==> src/rtl/ysyx_23060332_regfile_sb.sv <==
// ysyx_23060332_regfile_sb
//   Integer register file for the NPC core with a built-in write scoreboard.
//   It has NRD combinational read ports, one writeback port and one
//   reservation port. Each register has a small pending-write counter. The
//   issue logic uses the counters to stall on RAW hazards, and the counters
//   allow several in-flight writes to the same register.
//   Register 0 always reads as zero, is never busy, and ignores writes and
//   reservations.
//
//   Optional feature macro: YSYX_23060332_REGFILE_BYPASS_EN
//     When it is defined, a read port whose address matches the active write
//     returns wdata in the same cycle. Its busy bit then shows the counter
//     as it would be after that write's decrement.

module ysyx_23060332_regfile_sb #(
    parameter int XLEN  = 32,
    parameter int NREG  = 32,
    parameter int NRD   = 2,
    parameter int CNT_W = 2,
    localparam int AW   = $clog2(NREG)
) (
    input  logic                clk,
    input  logic                rst,
    input  logic [NRD*AW-1:0]   raddr,
    output logic [NRD*XLEN-1:0] rdata,
    output logic [NRD-1:0]      rbusy,
    input  logic                rsv_en,
    input  logic [AW-1:0]       rsv_addr,
    output logic                rsv_ready,
    input  logic                wen,
    input  logic [AW-1:0]       waddr,
    input  logic [XLEN-1:0]     wdata,
    input  logic                flush
);

    localparam logic [CNT_W-1:0] CNT_MAX = {CNT_W{1'b1}};
    localparam logic [CNT_W-1:0] CNT_ONE = CNT_W'(1);

    logic [XLEN-1:0]  regs_q [NREG];
    logic [XLEN-1:0]  regs_d [NREG];
    logic [CNT_W-1:0] cnt_q  [NREG];
    logic [CNT_W-1:0] cnt_d  [NREG];

    logic rsv_take;
    logic wr_live;

    // A reservation is accepted only when the counter has room and no flush is active.
    always_comb begin
        rsv_ready = (rsv_addr == '0) || (cnt_q[rsv_addr] != CNT_MAX);
        rsv_take  = rsv_en && rsv_ready && !flush && (rsv_addr != '0);
        wr_live   = wen && (waddr != '0);
    end

    // Next-state data: the writeback updates its register. A flush does not block this.
    always_comb begin
        // NOTE: every combinational output gets a default value first. Without it, a missed branch would infer a latch.
        regs_d = regs_q;
        if (wr_live) begin
            regs_d[waddr] = wdata;
        end
    end

    // Next-state counters: flush clears all counters; otherwise apply reserve (+1) and write (-1, saturating).
    always_comb begin
        for (int i = 0; i < NREG; i++) begin
            cnt_d[i] = cnt_q[i];
            if (flush) begin
                cnt_d[i] = '0;
            end else if (i != 0) begin
                if (rsv_take && (rsv_addr == AW'(i)) && wr_live && (waddr == AW'(i))) begin
                    cnt_d[i] = cnt_q[i];
                end else if (rsv_take && (rsv_addr == AW'(i))) begin
                    cnt_d[i] = cnt_q[i] + CNT_ONE;
                end else if (wr_live && (waddr == AW'(i)) && (cnt_q[i] != '0)) begin
                    cnt_d[i] = cnt_q[i] - CNT_ONE;
                end
            end
        end
    end

    // State registers: a synchronous reset clears both data and counters.
    always_ff @(posedge clk) begin
        // NOTE: sequential state uses non-blocking assignments only. Every flop then samples its pre-edge value.
        if (rst) begin
            for (int i = 0; i < NREG; i++) begin
                // NOTE: the data array is reset on purpose because readers expect all-zero registers after reset. This keeps it in flops rather than RAM macros.
                regs_q[i] <= '0;
                cnt_q[i]  <= '0;
            end
        end else begin
            for (int i = 0; i < NREG; i++) begin
                regs_q[i] <= regs_d[i];
                cnt_q[i]  <= cnt_d[i];
            end
        end
    end

    // Read ports: combinational lookup with x0 forced to zero, plus an optional write bypass.
    always_comb begin
        logic [AW-1:0] ra;
        ra    = '0;
        rdata = '0;
        rbusy = '0;
        for (int k = 0; k < NRD; k++) begin
            ra = raddr[k*AW +: AW];
            if (ra != '0) begin
`ifdef YSYX_23060332_REGFILE_BYPASS_EN
                if (wr_live && (waddr == ra)) begin
                    rdata[k*XLEN +: XLEN] = wdata;
                    rbusy[k]              = cnt_q[ra] > CNT_ONE;
                end else begin
                    rdata[k*XLEN +: XLEN] = regs_q[ra];
                    rbusy[k]              = cnt_q[ra] != '0;
                end
`else
                rdata[k*XLEN +: XLEN] = regs_q[ra];
                rbusy[k]              = cnt_q[ra] != '0;
`endif
            end
        end
    end

endmodule

==> config.mk <==
export PLATFORM = sky130hd
export DESIGN_NAME = ysyx_23060332_regfile_sb
export DESIGN_NICKNAME = d
export VERILOG_FILES = /design/src/rtl/ysyx_23060332_regfile_sb.sv
export SDC_FILE = /design/constraint.sdc
export NUM_CORES = 2
export LEC_CHECK = 0
export ABC_AREA = 1
export CAP_MARGIN = 0
export CORE_AREA = 10 10 442 444
export DETAILED_ROUTE_END_ITERATION = 6
export DIE_AREA = 0 0 452 454
export PLACE_DENSITY_LB_ADDON = 0.05
export SYNTH_ARGS = -nofsm -noshare
export SYNTH_HDL_FRONTEND = slang
export SYNTH_SLANG_ARGS = --single-unit
==> constraint.sdc <==
create_clock -name clk -period 3.78 [get_ports clk]
set_input_delay 0.945 -clock clk [delete_from_list [all_inputs] [get_ports clk]]
set_output_delay 0.945 -clock clk [all_outputs]
set_load 0.005 [all_outputs]
# After elaboration in Yosys (flattened, before gate mapping)
# Memory sizes are Yosys's and may differ from the RTL's.
# Index checks and enable logic that the tools add are counted.
op_classes:
  reduce_logical: 201
  order_cmp: 4
  n_bitwise: 35
  n_addsub: 62
  eq_ne: 64
  muxes: 173
op_table:
  columns: ["cell", "count"]
  rows:
  - ["bitwise mux 1024 bit", 1]
  - ["binary-select mux 32 bit (select 5 bit)", 2]
  - ["two-way mux 2 bit", 157]
  - ["two-way mux 32 bit", 7]
  - ["demux 32 bit (select 5 bit)", 1]
  - ["equality test 5 bit (second input constant)", 32]
  - ["logical AND 1 bit", 160]
  - ["equality test 5 x 4 -> 1 bit (second input constant)", 16]
  - ["nonzero test 2 bit", 33]
  - ["adder 2 x 1 -> 2 bit (second input constant)", 31]
  - ["subtractor 2 x 1 -> 2 bit (second input constant)", 31]
  - ["equality test 5 x 3 -> 1 bit (second input constant)", 8]
  - ["OR 1 bit", 32]
  - ["equality test 5 x 2 -> 1 bit (second input constant)", 4]
  - ["nonzero test 5 bit", 4]
  - [">= comparator 6 bit (second input constant)", 3]
  - ["inverter 5 -> 6 bit", 3]
  - ["equality test 5 x 1 -> 1 bit (second input constant)", 2]
  - ["less-than comparator 6 x 1 -> 1 bit (second input constant)", 1]
  - ["zero test 5 bit", 1]
  - ["two-way mux 1 bit", 5]
  - ["!= test 2 bit (second input constant)", 1]
  - ["AND reduction 2 bit", 1]
  - ["zero test 1 bit", 1]
  - ["other kinds (2)", 2]
totals:
  inputBits: 57
  elab_cells: 572
  memories: 1
  ff_bits: 1024
  output_inout_bits: 67
  ramBits: 64
memory_table:
  columns: ["memory", "words", "word_bits", "rd", "rd_clocked_by_memory_dff", "write_ports", "line", "text"]
  rows:
  - ["cnt_q", 32, 2, 34, 0, 32, "41", "logic [CNT_W-1:0] cnt_q [NREG];"]

# Depth between registers and ports, before layout
# An unclocked memory read counts as a cell.
logic_depth:
  word_depth: 12
  mapped_depth: 22
  ltp_nobuf: 18

# Worst setup path before layout
# OpenSTA, ideal clock, no wires.
synth_timing:
  path_type: "input to output"
  startpoint: "in raddr[6]"
  endpoint: "out rdata[40]"
  path_slack_ns: 0.350
  n_path_buf: 3
  required_time_ns: 2.835
  t_arrival_ns: 2.485
  stages: 8
  cell_sequence: "buf_2 nor2_1 inv_1 clkbuf_1 buf_1 o2111ai_1 nand3_1 a311oi_1"
synth_via:
  elab_chain_cells: 5
  elab_cells_between_ends: 6
  classes_between: "mux: 4; bitwise: 1; reduce/logical: 1"
synth_rtl:
  columns: ["element", "line", "text"]
  rows:
  - ["from (decl)", "24", "input logic [NRD*AW-1:0] raddr,"]
  - ["inverter 5 -> 6 bit (not written as such)", "116", "rdata[k*XLEN +: XLEN] = regs_q[ra];"]
  - ["binary-select mux 32 bit (select 5 bit)", "116", null]
  - ["two-way mux 32 bit (not written as such) (2 in a row)", "116", null]
  - ["two-way mux 32 bit *", "106", "if (ra != '0) begin"]
  - ["to (decl)", "25", "output logic [NRD*XLEN-1:0] rdata,"]
# Mark *: on every way between the ends. The rest lies on a longest branch, timed or not. The select of a mux whose other input is x is not followed.

# Final worst setup path
layout_timing:
  startpoint: "in raddr[1]"
  endpoint: "out rdata[15]"
# Same word-level chain as after synthesis.

==> results.md <==
* TritonCTS clock tree: built
* Combinational share of power at 0.167
* Count of flip-flops with a built-in enable after synthesis at 0
* Maximum VDD drop at 0.000442 V
* Worst R2R Setup Slack at 1.51 ns
* Vias post-DR at 64,600
* First-pass iteration count of the detailed router at 7
* Post-DP HPWL at 200,000 um
* Critical path arrival at 2.97 ns
* Area of the mapped netlist at 0.0557 mm2
* Worst reg2reg path endpoint: cnt_q[24][0]$_SDFFE_PP0P_
* Hold Path Origin: regs_q[1001]$_SDFFE_PP0P_
* CTS max path bufs at 3
* First-pass GRT wire length at 457,000 um
* Cells after Synth at 8,129
* Post-synth cell types at 50
* Post-Syn Area per Cell at 6.85 um2
* Vias in the first global route at 60,200
* R2R Path Start: cnt_q[26][0]$_SDFFE_PP0P_
* Final nets at 8,562
* Clk sink count at 1,086
* Worst-path maximum fanout at 16
* CORE AREA at 0.187 mm2
* Worst-path cell chain: buf_16 -> inv_8 -> buf_8 -> buf_4 -> nor3_1 -> nor4_1 -> o21ai_1 -> a31oi_4 -> buf_6 -> buf_6
* Die height at 454 um
* WL per Instance at 29.5 um
* Largest net degree at the start of global routing at 134
* Net count after synthesis at 8,186
* Switching power at 9.01 mW
* Final hold slack at 0.443 ns
* Int Pwr at 22.1 mW
* Most common cell after layout, fill and taps aside: o21ai_0
* Hold Path Sink: regs_q[1001]$_SDFFE_PP0P_
* Leak at 28.6 nW
* Max Cap Violations at 0
* Crit Path Category: input pin to output port
* Hold/Removal Path Class: register to register
* Sequential Power Share at 0.375
* Die X at 452 um
* Top cell by count, worst path: buf_6
* Post-route DRC at 3
* Share of cells above drive strength 1 at 0.197
* Post-route setup TNS at -1.09 ns
* Worst-margin pin slew at 1.08 ns
* CTS HTree Levels at 4
* RSZ-0062 raised after global routing: yes
* Seq cells post-synth at 1,086
* Initial antenna violation count at 22
* Register area share after synthesis at 0.390
* Filler cells at 19,100
* Slowest cell on crit path: a31oi_4
* Clk slew on worst S/H paths at 0.06 ns
* Most frequent cells in the layout: o21ai_0, a21oi_1, dfxtp_1
* Switching Share at 0.289
* Clock latency on the worst-skew pair at 0.82 ns
* PortBufs at 123
* Post-route worst setup slack at -0.131 ns
* Area Growth Syn to Fin at 37.8%
* GRT overflow at 0
* CTS hold repair buffers at 0
* Final Wtd Congestion at 0.886
* Violated checks: design-rule violations, negative setup slack
* Final worst path period share at 1.03
* Ys flop type: dfxtp_1
* Final Slew Violations at 0
* Reg2Reg Depth at 19
* Endpoint class of the critical path: output port
* Outcome: finished, violations left
* Rel. slew slack at 0.283
* Max stage delay on crit path at 0.49 ns
* Hold Violations, Final at 0
* Async set-reset flop share out of synthesis at 0
* Final WL at 328,000 um
* Cts bufs inserted at 140
* CTS Root Cell: clkbuf_16
* Setup violators final at 29
* Die ar. at 0.205 mm2
* Final Critical Period at 3.91 ns
* Clock share of power at 0.458
* Required time of the critical path at 2.83 ns
* Post-DRT Antenna Nets at 0
* Row Count at 159
* Worst clock skew at 0.0200 ns
* Starting density of the core at 0.298
* I/O pin count at 124
* Worst hold stages at 2
* Power density cells at 406 mW/mm2
* Yosys Warn Count at 0
* Startpoint Class: input pin
* DR iter-0 viols at 7,277
* Vias/cell at 5.80
* Max Fclk at 256 MHz
* Overall routing resource usage at 0.302
-- per-stage QoR --
step	setup slack, ns	cell area, um2	power (mW)	cells	utilization
2_1_floorplan	0.350	55700	13.7	8129	-
4_1_cts	-0.253	74800	31.0	11100	0.401
3_3_place_gp	-1.35	65100	16.1	10600	0.349
3_5_place_dp	-1.17	65100	16.1	10600	0.349
6_report	-0.131	76800	31.1	11100	0.411
5_1_grt	-0.187	76800	32.0	11100	0.411
-- timing repair --
action	4_1_cts	5_1_grt
pin swaps	153	194
buffers inserted	173	58
setup endpoints to repair	67	66
resized for setup	805	412
gates cloned	42	16
-- layout make-up --
class / count / area, um2 / share of cell area
Clock buffer: 220 / 4410 / 0.0574
Multi-Input combinational cell: 5540 / 31000 / 0.404
Timing Repair inverter: 3 / 31.3 / 0.000407
Antenna cell: 20 / 50.0 / 0.000652
Clock inverter: 34 / 407 / 0.00530
Sequential cell: 1086 / 21700 / 0.283
Inverter: 674 / 2640 / 0.0344
Timing Repair Buffer: 1060 / 13400 / 0.174
Tap cell: 2495 / 3120 / 0.0407
-- metal layers --
layer  GRT usage  part of all wire
met2       0.476              0.44
met5           0           0.00012
met4       0.152             0.058
met3      0.0425             0.070
met1       0.401              0.43
-- how the worst max path moves through the flow --
stage	startpoint	to	slack, ns	depth (start not counted)
floorplan	raddr[6]	rdata[40]	0.35	8
global placement	raddr[0]	rdata[15]	-1.35	14
detailed placement	raddr[0]	rdata[4]	-1.17	12
CTS	raddr[0]	rdata[4]	-0.25	16
global route	raddr[0]	rdata[20]	-0.19	15
finish	raddr[1]	rdata[15]	-0.13	10
-- cells in the mapped netlist (50+ instances only) --
master,instances,area (um2)
o22ai_1,60,375
a31oi_1,96,601
o21ai_0,1718,8600
o211ai_1,162,1220
nand3_1,402,2010
inv_1,624,2340
nand2_1,721,2710
a221oi_1,50,438
buf_1,59,221
a21oi_1,1506,7540
clkbuf_1,710,2670
dfxtp_1,1086,21700
nor2_1,416,1560
a22oi_1,62,465
o221ai_1,106,928
-- state kept, by name, indices dropped and copies added, names as in the netlist --
name,flops
cnt_q,62
regs_q,1024
-- power groups by stage --
stage,Sequential (mW),Combinational [mW],Clock [mW]
after floorplan,11.9,1.83,0
after global placement,11.9,4.16,0
final,11.7,5.22,14.3
after CTS,11.7,4.87,14.5
after global routing,11.7,5.42,14.9
after detailed placement,11.9,4.16,0
-- worst max-delay path: cells and delay by family --
family / cells / cell delay (ns)
AOI/OAI and AO/OA: 2 / 0.64
and+or+nand+nor: 2 / 0.35
buffers and inverters: 6 / 1.00
-- logic make-up after synthesis --
logic type	share of synthesized area
and+or+nand+nor	0.125
DFF	0.390
buffers and inverters	0.104
xor gates and xnor gates	0.000315
AOI/OAI and AO/OA	0.381
(Power assumes the default switching activity.)
